==> config.mk <==
export PLATFORM = sky130hd
export DESIGN_NAME = sub_rr_arbiter
export DESIGN_NICKNAME = d
export VERILOG_FILES = /design/src/rtl/sub_rr_arbiter.sv
export SDC_FILE = /design/constraint.sdc
export NUM_CORES = 1
export LEC_CHECK = 0
export ABC_AREA = 1
export BUFFER_PORTS_ARGS = -buffer_cell sky130_fd_sc_hd__buf_2
export CORE_ASPECT_RATIO = 0.5
export CORE_MARGIN = 1.5
export CORE_UTILIZATION = 45
export DETAILED_ROUTE_END_ITERATION = 16
export PLACE_DENSITY = 0.79
export SETUP_SLACK_MARGIN = 0.3
export SLEW_MARGIN = 20
export SYNTH_ARGS = -nofsm -noshare
export SYNTH_HDL_FRONTEND = slang
export SYNTH_SLANG_ARGS = --single-unit
export TNS_END_PERCENT = 20
==> constraint.sdc <==
create_clock -name clk -period 4.18 [get_ports clk]
set_clock_uncertainty 0.05 [all_clocks]
set_input_delay 0.836 -clock clk [delete_from_list [all_inputs] [get_ports clk]]
set_output_delay 0.836 -clock clk [all_outputs]
set_load 0.05 [all_outputs]
==> src/rtl/sub_rr_arbiter.sv <==
// sub_rr_arbiter: round-robin arbiter in front of one shared signed subtractor.
// One request is granted per cycle. Its A - B result, its signed-overflow flag
// and its requester index go into a single-entry output register, which is
// drained over a valid/ready response channel.
module sub_rr_arbiter #(
   parameter int unsigned N_REQ    = 4,
   parameter int unsigned WIDTH    = 8,
   parameter int unsigned SATURATE = 0,
   parameter int unsigned ID_W     = 2
) (
   input  logic                   clk,
   input  logic                   rst_n,
   input  logic [N_REQ-1:0]       req_valid,
   output logic [N_REQ-1:0]       req_ready,
   input  logic [N_REQ*WIDTH-1:0] req_a,
   input  logic [N_REQ*WIDTH-1:0] req_b,
   output logic                   rsp_valid,
   input  logic                   rsp_ready,
   output logic [ID_W-1:0]        rsp_id,
   output logic [WIDTH-1:0]       rsp_result,
   output logic                   rsp_overflow
);

   typedef enum logic {
      EMPTY = 1'b0,
      FULL  = 1'b1
   } state_e;

   state_e            state_q, state_d;
   logic [ID_W-1:0]   rr_q, rr_d;
   logic [ID_W-1:0]   id_q, id_d;
   logic [WIDTH-1:0]  res_q, res_d;
   logic              ovf_q, ovf_d;

   logic              can_accept;
   logic              gnt_found;
   logic [ID_W-1:0]   gnt_idx;
   logic [WIDTH-1:0]  op_a, op_b;
   logic [WIDTH-1:0]  wrapped;
   logic [WIDTH-1:0]  sat_val;
   logic [WIDTH-1:0]  result;
   logic              ovf;

   // The stage can take a new result when it is empty, or when it is draining
   // this cycle. Holding reset keeps every grant off.
   assign can_accept = rst_n && ((state_q == EMPTY) || rsp_ready);

   // Round-robin scan. Start at rr_q, go upward and wrap to 0. The first valid
   // requester found is the grant.
   always_comb begin
      int unsigned idx;
      idx       = 0;
      gnt_found = 1'b0;
      gnt_idx   = '0;
      if (can_accept) begin
         for (int unsigned i = 0; i < N_REQ; i++) begin
            idx = (32'(rr_q) + i) % N_REQ;
            if (!gnt_found && req_valid[idx]) begin
               gnt_found = 1'b1;
               gnt_idx   = idx[ID_W-1:0];
            end
         end
      end
   end

   // Drive a one-hot accept toward the granted requester.
   always_comb begin
      req_ready = '0;
      if (gnt_found) begin
         req_ready[gnt_idx] = 1'b1;
      end
   end

   // Shared subtractor on the granted operands. The low WIDTH bits of the
   // (WIDTH+1)-bit difference match the WIDTH-bit modular difference. Overflow
   // is derived from sign bits, so B = most-negative needs no special case.
   always_comb begin
      op_a    = req_a[32'(gnt_idx)*WIDTH +: WIDTH];
      op_b    = req_b[32'(gnt_idx)*WIDTH +: WIDTH];
      wrapped = op_a - op_b;
      ovf     = (op_a[WIDTH-1] != op_b[WIDTH-1]) && (wrapped[WIDTH-1] != op_a[WIDTH-1]);
      sat_val = op_a[WIDTH-1] ? {1'b1, {(WIDTH-1){1'b0}}} : {1'b0, {(WIDTH-1){1'b1}}};
      result  = ((SATURATE != 0) && ovf) ? sat_val : wrapped;
   end

   // Next-state logic for the output stage and the round-robin pointer.
   always_comb begin
      state_d = state_q;
      rr_d    = rr_q;
      id_d    = id_q;
      res_d   = res_q;
      ovf_d   = ovf_q;
      if (gnt_found) begin
         state_d = FULL;
         rr_d    = (gnt_idx == ID_W'(N_REQ - 1)) ? '0 : gnt_idx + ID_W'(1);
         id_d    = gnt_idx;
         res_d   = result;
         ovf_d   = ovf;
      end else if ((state_q == FULL) && rsp_ready) begin
         state_d = EMPTY;
      end
   end

   // State registers. Asynchronous reset drops any pending response at once.
   always_ff @(posedge clk or negedge rst_n) begin
      if (!rst_n) begin
         state_q <= EMPTY;
         rr_q    <= '0;
         id_q    <= '0;
         res_q   <= '0;
         ovf_q   <= 1'b0;
      end else begin
         state_q <= state_d;
         rr_q    <= rr_d;
         id_q    <= id_d;
         res_q   <= res_d;
         ovf_q   <= ovf_d;
      end
   end

   assign rsp_valid    = (state_q == FULL);
   assign rsp_id       = id_q;
   assign rsp_result   = res_q;
   assign rsp_overflow = ovf_q;

endmodule

# [Yosys cells after proc, flatten, opt, wreduce, memory -nomap -nowiden]
# Index checks and enable logic that the tools add are counted.
[totals] elab_cells=61 out_inout_bits=16 ff_bits=14
[op_classes] eq_ne=3 n_mux=27 shifts=2 magnitude_cmp=6 n_bitwise=1 addsub=5 reduce_logical=12
[ops] cell="indexed part select 32 x 6 -> 8 bit" count=2
[ops] cell="< comparator 2 x 3 -> 1 bit, second input constant" count=5
[ops] cell="two-way mux 1 bit" count=15
[ops] cell="two-way mux 2 bit" count=6
[ops] cell="binary-select mux 1 bit (select 2 bit)" count=4
[ops] cell="subtractor 8 bit" count=1
[ops] cell="logical AND 1 bit" count=7
[ops] cell="adder 2 x 1 -> 2 bit, second input constant" count=2
[ops] cell="adder 2 bit, second input constant" count=2
[ops] cell="two-way mux 4 bit" count=1
[ops] cell="logical NOT 1 bit" count=3
[ops] cell="demux 1 bit (select 2 bit)" count=1
[ops] cell="equality test 2 bit, second input constant" count=1
[ops] cell=">= comparator 2 x 1 -> 1 bit, second input constant" count=1
[ops] cell="inequality test 1 bit" count=2
[ops] cell="nonzero test 2 bit" count=1
[ops] cell="logical OR 1 bit" count=1
[ops] cell="inverter 1 bit" count=1

# [Longest topological paths before layout]
# Gate-level depths: netlist of the first run.
[logic_depth] depth_word=21 ltp_mapped=29

# [Worst setup path after synthesis of the first run]
# No wires, ideal clock.
[synth_timing] path_kind="input -> register" start="input req_valid[3]" end="register ovf_q, in the netlist rsp_overflow" setup_ns=0.126 t_required_ns=4.004 setup_slack_ns=0.662 cell_stages=23 t_arrival_ns=3.342 n_path_buf=1 cell_sequence="inv_1 > nand2_1 > nand3_1 > nand2_2 > nor2_4 > nand3_2 > nand2_4 > inv_2 > nand2_4 > buf_2 > nand2_1 > a32o_1 > ha_1 > a21oi_1 > o21ai_0 > nand2_1 > nand2_1 > a21oi_1 > o21ai_0 > a21oi_1 > inv_1 > nand3_1 > a31oi_1"
[synth_via] elab_chain_cells=20 elab_cells_between_ends=33
[synth_rtl] item="start: declaration" line="13" source="input logic [N_REQ-1:0] req_valid,"
[synth_rtl] item="binary-select mux 1 bit (select 2 bit)" line="58" source="if (!gnt_found && req_valid[idx]) begin"
[synth_rtl] item="two-way mux 1 bit (not written as such)" line="58"
[synth_rtl] item="two-way mux 1 bit" line="58"
[synth_rtl] item="two-way mux 1 bit" line="55" source="if (can_accept) begin"
[synth_rtl] item="logical NOT 1 bit" line="58"
[synth_rtl] item="logical AND 1 bit" line="58"
[synth_rtl] item="two-way mux 1 bit" line="58"
[synth_rtl] item="two-way mux 1 bit" line="55"
[synth_rtl] item="[... 4 more ...]"
[synth_rtl] item="logical NOT 1 bit" line="58"
[synth_rtl] item="logical AND 1 bit" line="58"
[synth_rtl] item="two-way mux 2 bit" line="58"
[synth_rtl] item="two-way mux 2 bit" line="55"
[synth_rtl] item="indexed part select 32 x 6 -> 8 bit (on tied branches)" line="78, 79"
[synth_rtl] item="subtractor 8 bit" line="80" source="wrapped = op_a - op_b;"
[synth_rtl] item="inequality test 1 bit" line="81" source="ovf = (op_a[WIDTH-1] != op_b[WIDTH-1]) && (wrapped[WIDTH-1] != op_a[WIDTH-1]);"
[synth_rtl] item="logical AND 1 bit" line="81"
[synth_rtl] item="end signal: assignment" line="117" source="ovf_q <= ovf_d;"
[synth_rtl] item="end: declaration" line="33" source="logic ovf_q, ovf_d;"
# Parallel ways exist; a longest one is shown, timed or not. The select of a mux whose other input is x is not followed.
# A chain may end at the register's enable or synchronous reset.

# [Worst setup path after layout of the first run]
[layout_timing] start="input req_valid[3]" end="output req_ready[3]"
[layout_via] elab_chain_cells=21 elab_cells_between_ends=33
[layout_rtl] item="binary-select mux 1 bit (select 2 bit)" line="58"
[layout_rtl] item="two-way mux 1 bit (not written as such)" line="58"
[layout_rtl] item="two-way mux 1 bit" line="58"
[layout_rtl] item="two-way mux 1 bit" line="55"
[layout_rtl] item="logical NOT 1 bit" line="58"
[layout_rtl] item="logical AND 1 bit" line="58"
[layout_rtl] item="two-way mux 1 bit" line="58"
[layout_rtl] item="two-way mux 1 bit" line="55"
[layout_rtl] item="[... 5 more ...]"
[layout_rtl] item="logical AND 1 bit" line="58"
[layout_rtl] item="two-way mux 2 bit" line="58"
[layout_rtl] item="two-way mux 2 bit" line="55"
[layout_rtl] item="< comparator 2 x 3 -> 1 bit (not written as such) or >= comparator 2 x 1 -> 1 bit (tied branches)" line="70" source="req_ready[gnt_idx] = 1'b1;"
[layout_rtl] item="logical AND 1 bit (not written as such)" line="70"
[layout_rtl] item="two-way mux 1 bit (not written as such)" line="70"
[layout_rtl] item="demux 1 bit (select 2 bit)" line="70"
[layout_rtl] item="two-way mux 4 bit *" line="69" source="if (gnt_found) begin"
[layout_rtl] item="end: declaration" line="14" source="output logic [N_REQ-1:0] req_ready,"
# Every way passes the cells marked *; elsewhere a longest branch is shown, timed or not. The select of a mux whose other input is x is not followed.

==> results by group, run 1 <==
Worst setup path
  – CP max FO: 17
  – Critical Path Start: req_valid[3]
  – Critical R2R Launch: rr_q[0]
  – R2R setup slack: 0.73 ns
  – CP Capture Point: req_ready[3]
  – Reg2Reg Depth: 20
  – CP required: 3.29 ns
  – Crit. End Element: output pin
  – CP arrival: 2.78 ns
  – Kind of critical path: in -> out
  – Reg2reg end: rsp_result[6]
  – Worst setup SP type: input port

Timing
  – Tmin final: 3.662 ns
  – Worst-Margin Slew: 0.2560 ns
  – TNS Setup: 0 ns
  – Hold_ws: between 0.4 and 0.5 ns
  – Endpoints failing setup: 0
  – Slew HR: 0.8305
  – Unrepaired setup endpoints after global routing: false
  – Hold Vio Cnt, Final: 0
  – FMAX: ~270 MHz
  – Final Cycle Share: 0.8761
  – Slew Limit Fails: 0

Flow run
  – Max Cap Violations: 0

Drt
  – Vias: 2061
  – Via-to-Cell Ratio: 4.990
  – Post-route ant nets: 0
  – Drt pass-1 iters: 4
  – Post-route DRC: 0
  – Initial DRC Count: 73
  – Drt wl/cell: between 10 and 15 µm
  – Post-Route WL: between 4000 and 5000 µm

Layout
  – Area used by multi-input combinational logic: 1181 µm²
  – Area Growth Syn to Fin: 33.65%
  – Commonest non-fill, non-tap cell in the layout: buf_2
  – Nets@finish: between 400 and 500
  – Seq. cell area: approximately 350 µm²
  – Inserted Diodes: 0
  – Share of cells above drive strength 1: 0.3536
  – Commonest cells after routing, fill and taps aside: 86 x buf_2, 80 x nand2_1, 29 x inv_1, 25 x nor2_1, 21 x o21ai_0
  – Layout filler cell count: 352

Clocking
  – TritonCTS Sinks: 14
  – Clock buffer depth: 2
  – CTS tree: done
  – Cts hold-fix bufs: 0
  – Clk slew on worst S/H paths: about 0.060 ns
  – Clock Latency Late Sink: 0.25 ns
  – Root Buffer Master: clkbuf_8
  – CTS buffer count: 3
  – H-Tree Depth: 1

Global routing
  – Initial antenna violation count: 0
  – Vias in the first global route: 1894
  – First-pass GRT wire length: 7631 µm
  – Grt total ovfl: 0
  – Global Route Usage Sum: 0.2227
  – Largest net degree at the start of global routing: 31

Floorplan
  – Starting Density: 0.4860
  – Core Box Area: 3566 µm²
  – Die width: around 90 µm
  – Total Die Area: approximately 4300 µm²
  – Die Height: 46.88 µm
  – Row Count: 15
  – I/O Pins: 87

Min path
  – HP Class: reg -> reg
  – Hold depth: 2

Synthesis
  – Net count after synthesis: 361
  – Unique masters post-synth: 26
  – Cells after Synth: 278
  – Avg Cell Area, Syn: slightly above 6 µm²
  – FF+latch count, synth: 14
  – Synth Cell Area: 1733 µm²
  – Ys Warns: 0
  – Register area share after synthesis: 0.2022

Pwr
  – VDD IR max: 0.0003724 V
  – Leak: 0.001320 µW
  – Pwr Density: around 930 nW/µm²

Place
  – Input/output buffers: between 80 and 90
  – Placer congestion estimate: 0.8947
  – HPWL after detailed placement: 3798 µm

Run status
  – Status: finished clean
## flip-flops by register name, indices dropped and copies added, names as in the netlist
name          flops
rsp_result        8
rr_q              2
rsp_id            2
rsp_overflow      1
rsp_valid         1
## worst min-delay path by stage
stage	endpoint	from	slack, ns
after global routing	rsp_result[7]	rsp_result[7]	0.45
after detailed placement	rsp_result[3]	rsp_result[3]	0.42
after CTS	rsp_result[3]	rsp_result[3]	0.44
after floorplan	rr_q[0]	rst_n	0.49
final	rsp_result[3]	rsp_result[3]	0.43
after global placement	rsp_id[1]	rsp_id[1]	0.41
## per-layer routing
layer,global-route usage,up-vias,share of wire
met5,0,-,0
met4,0.05397,0,0.0085
met3,0.03398,6,0.035
met2,0.4827,50,0.54
met1,0.2403,942,0.42
li1,-,1063,-
## cells by family (layout without fill, tap and decap cells)
kind of cell,Yosys count,after routing,synth area share
AO/OA/AOI/OAI,55,55,0.1841
flip-flops,14,14,0.2022
XOR/XNOR,4,4,0.02022
AND/OR/NAND/NOR,143,143,0.3711
adder cells (fa/ha/maj),12,12,0.09097
buffers and inverters,50,134,0.1314
## repair_timing
item | in CTS | in global routing
gates resized for setup | 0 | 12
setup endpoints to repair | 0 | 5
setup buffers | 0 | 1
## synthesized netlist by cell type, drive strengths merged
cell | number | area (µm²)
buf | 11 | 73.82
a21oi | 11 | 55.05
nor2 | 26 | 105.1
ha | 11 | 137.6
o21ai | 29 | 145.1
o21a | 1 | 7.510
fa | 1 | 20.02
xnor2 | 3 | 26.28
nand3 | 23 | 130.1
a211oi | 1 | 7.510
a32o | 6 | 60.06
dfrtp | 14 | 350.3
nand2 | 94 | 407.9
inv | 37 | 146.4
a31oi | 1 | 6.260
xor2 | 1 | 8.760
o22ai | 6 | 37.54
clkbuf | 2 | 7.510
## metrics by stage
stage	power, µW	utilization	worst slack (ns)	instances	cell area, µm²
2_1_floorplan	1579	-	0.6623	278	1733
3_3_place_gp	1855	0.6158	0.2110	407	2196
3_5_place_dp	1901	0.6158	0.1017	407	2196
4_1_cts	2051	0.6312	0.3618	411	2251
5_1_grt	2360	0.6495	0.2959	413	2316
6_report	2149	0.6495	0.5180	413	2316
## power breakdown
group	total, µW	internal (µW)	switching [µW]
Clock	139	83.7	55.7
Sequential	257	205	51.5
Combinational	1750	641	1110
## worst max-delay path, cell delays in order
cell and delay (ns):
buf_2 0.08, inv_1 0.04, nand2_1 0.09, nand3_1 0.13, nand2_2 0.12, nor2_4 0.05, nand3_2 0.07, nand2_4 0.05
inv_2 0.17, nand2_4 0.12, inv_4 0.16, buf_4 0.23, ha_1 0.17, inv_1 0.04, nor2_1 0.13, buf_2 0.28
## area by class of cell
type / count / area share
Clock buffer: 4 / 0.02377
Inverter: 37 / 0.06537
Multi-Input combinational cell: 214 / 0.5100
Sequential cell: 14 / 0.1518
Tap cell: 51 / 0.02755
Timing Repair Buffer: 93 / 0.2215
(Power assumes the default switching activity.)
==> inputs of run 2 (changes only) <==
--- a/config.mk
+++ b/config.mk
@@ -12,6 +12,7 @@
 export CORE_UTILIZATION = 45
 export DETAILED_ROUTE_END_ITERATION = 16
 export PLACE_DENSITY = 0.79
+export REMOVE_ABC_BUFFERS = 1
 export SETUP_SLACK_MARGIN = 0.3
 export SLEW_MARGIN = 20
 export SYNTH_ARGS = -nofsm -noshare
==> constraint.sdc (replaced) <==
create_clock -name clk -period 4.18 [get_ports clk]
set_clock_uncertainty 0.05 [all_clocks]
set_input_delay 0.836 -clock clk [delete_from_list [all_inputs] [get_ports clk]]
set_output_delay 0.836 -clock clk [all_outputs]
set_load 0.01 [all_outputs]
==> run 2 against run 1 <==
  * Cell area decreased by 3.0%
  * Combinational power decreased by 15%
  * Count of clock-buffer cells in the layout decreased by 1
  * Global-route usage decreased by 1.0 points
  * Hold slack about the same
  * Highest routed layer unchanged
==> results by group, run 2 (synthesis gave the netlist of run 1 again) <==
Global routing
  – Vias in the first global route: approximately 1.7k
  – Initial antenna violation count: 0
  – First-pass GRT wire length: 7314 µm
  – Grt total ovfl: 0
  – Largest net degree at the start of global routing: 23
  – Global Route Usage Sum: 0.2126

Layout
  – Commonest non-fill, non-tap cell in the layout: buf_2
  – Seq. cell area: 351.6 µm²
  – Number of flip-flops in the largest register: 8
  – Commonest cells after routing, fill and taps aside: 86 x buf_2, 80 x nand2_1, 29 x inv_1, 25 x nor2_1, 24 x o21ai_0
  – Area used by multi-input combinational logic: 1167 µm²
  – Inserted Diodes: 0
  – Nets@finish: roughly 440
  – Fin cells: 410
  – Share of cells above drive strength 1: 0.3398
  – Area Growth Syn to Fin: 29.60%
  – Layout filler cell count: 337

Floorplan
  – I/O Pins: 87
  – Core Box Area: ~3600 µm²
  – Die width: ~91 µm
  – Row Count: 15
  – Die Height: 46.88 µm
  – Total Die Area: about 4300 µm²
  – Starting Density: 0.4860

Run status
  – Status: finished clean

Timing
  – Worst-Margin Slew: just over 0.3 ns
  – Slew HR: 0.7944
  – Final Cycle Share: 0.9064
  – Final setup margin: 0.3913 ns
  – Hold Vio Cnt, Final: 0
  – Tmin final: 3.789 ns
  – TNS Setup: 0 ns
  – Hold_ws: ~0.43 ns
  – FMAX: ~260 MHz
  – Slew Limit Fails: 0
  – Unrepaired setup endpoints after global routing: true
  – Endpoints failing setup: 0

Clocking
  – H-Tree Depth: 1
  – Cts hold-fix bufs: 0
  – Clock Latency Late Sink: about 0.24 ns
  – Clock buffer depth: 2
  – CTS buffer count: 3
  – CTS tree: done
  – TritonCTS Sinks: 14
  – Clk slew on worst S/H paths: 0.05 ns
  – Root Buffer Master: clkbuf_8

Pwr
  – Leak: 0.001281 µW
  – Pwr Density: 824.0 nW/µm²
  – VDD IR max: approximately 0.00045 V

Drt
  – Post-route ant nets: 0
  – Via-to-Cell Ratio: 4.998
  – Vias: 2049
  – Drt wl/cell: 11.45 µm
  – Initial DRC Count: 110
  – Post-Route WL: 4694 µm
  – Post-route DRC: 0
  – Drt pass-1 iters: 4

Place
  – Pre-CTS setup slack: 0.1015 ns
  – Placed Instances: roughly 400
  – HPWL after detailed placement: 3748 µm
  – Input/output buffers: 86
  – Placer congestion estimate: 0.7520

Flow run
  – Max Cap Violations: 0

Worst setup path
  – CP required: 4.31 ns
  – Kind of critical path: in -> reg
  – CP arrival: 3.92 ns
  – Top cell by count, worst path: nand2_1
  – Highest cell delay on the worst timing path: 0.34 ns
  – CP max FO: 17
  – Worst setup SP type: input port
  – Crit. End Element: flip-flop
  – CP max stage cell: ha_1

Min path
  – HP Class: reg -> reg
## run 2: cell types whose count changed in the layout (fill, tap and decap cells not counted), sizes merged
cell    previous run  this run
buf               92        91
clkbuf             5         3
## run 2: path summary, 6_finish.rpt
path	start	to	slack (ns)	cells after the start
setup / recovery	req_valid[3]	rsp_result[7]	0.39	25
hold / removal	rsp_id[0]	rsp_id[0]	0.43	2
setup reg to reg	rr_q[0]	rsp_result[7]	0.53	24
hold reg to reg	rsp_id[0]	rsp_id[0]	0.43	2
max in group asynchronous	rst_n	rr_q[0]	3.40	2
min in group asynchronous	rst_n	rsp_result[1]	0.50	2
## run 2: routing by layer
metal | global-route usage | share of wire | up-vias
li1 | - | - | 1061
met1 | 0.2585 | 0.45 | 923
met2 | 0.4286 | 0.50 | 61
met3 | 0.02913 | 0.039 | 4
met4 | 0.03175 | 0.0051 | 0
met5 | 0 | 0 | -
## run 2: what timing repair did
item / CTS / global route
endpoints found under the setup margin: 0 / 3
resized for setup: 0 / 8
setup buffers: 0 / 0
## run 2: power breakdown
group	switching, µW	internal, µW
Sequential	55.0	206
Clock	44.1	63.6
Combinational	904	578
## run 2: worst max-delay path: cells and delay by family
family,cells,cell delay (ns)
AND/OR/NAND/NOR,13,1.10
AO/OA/AOI/OAI,6,1.10
buffers and inverters,5,0.56
adder cells (fa/ha/maj),1,0.34
## run 2: cell type report
type	instances	area share
clock buffer	3	0.01838
inverter	37	0.06852
multi-input combinational	214	0.5198
sequential	14	0.1565
tap	51	0.02841
timing repair buffer	91	0.2084
## run 2: metrics by stage
stage / power [µW] / utilization / cell area [µm²]
after floorplan: 1325 / - / 1652
after global placement: 1634 / 0.6123 / 2183
after detailed placement: 1693 / 0.6123 / 2183
after CTS: 1806 / 0.6239 / 2225
after global routing: 2045 / 0.6298 / 2246
final: 1851 / 0.6298 / 2246
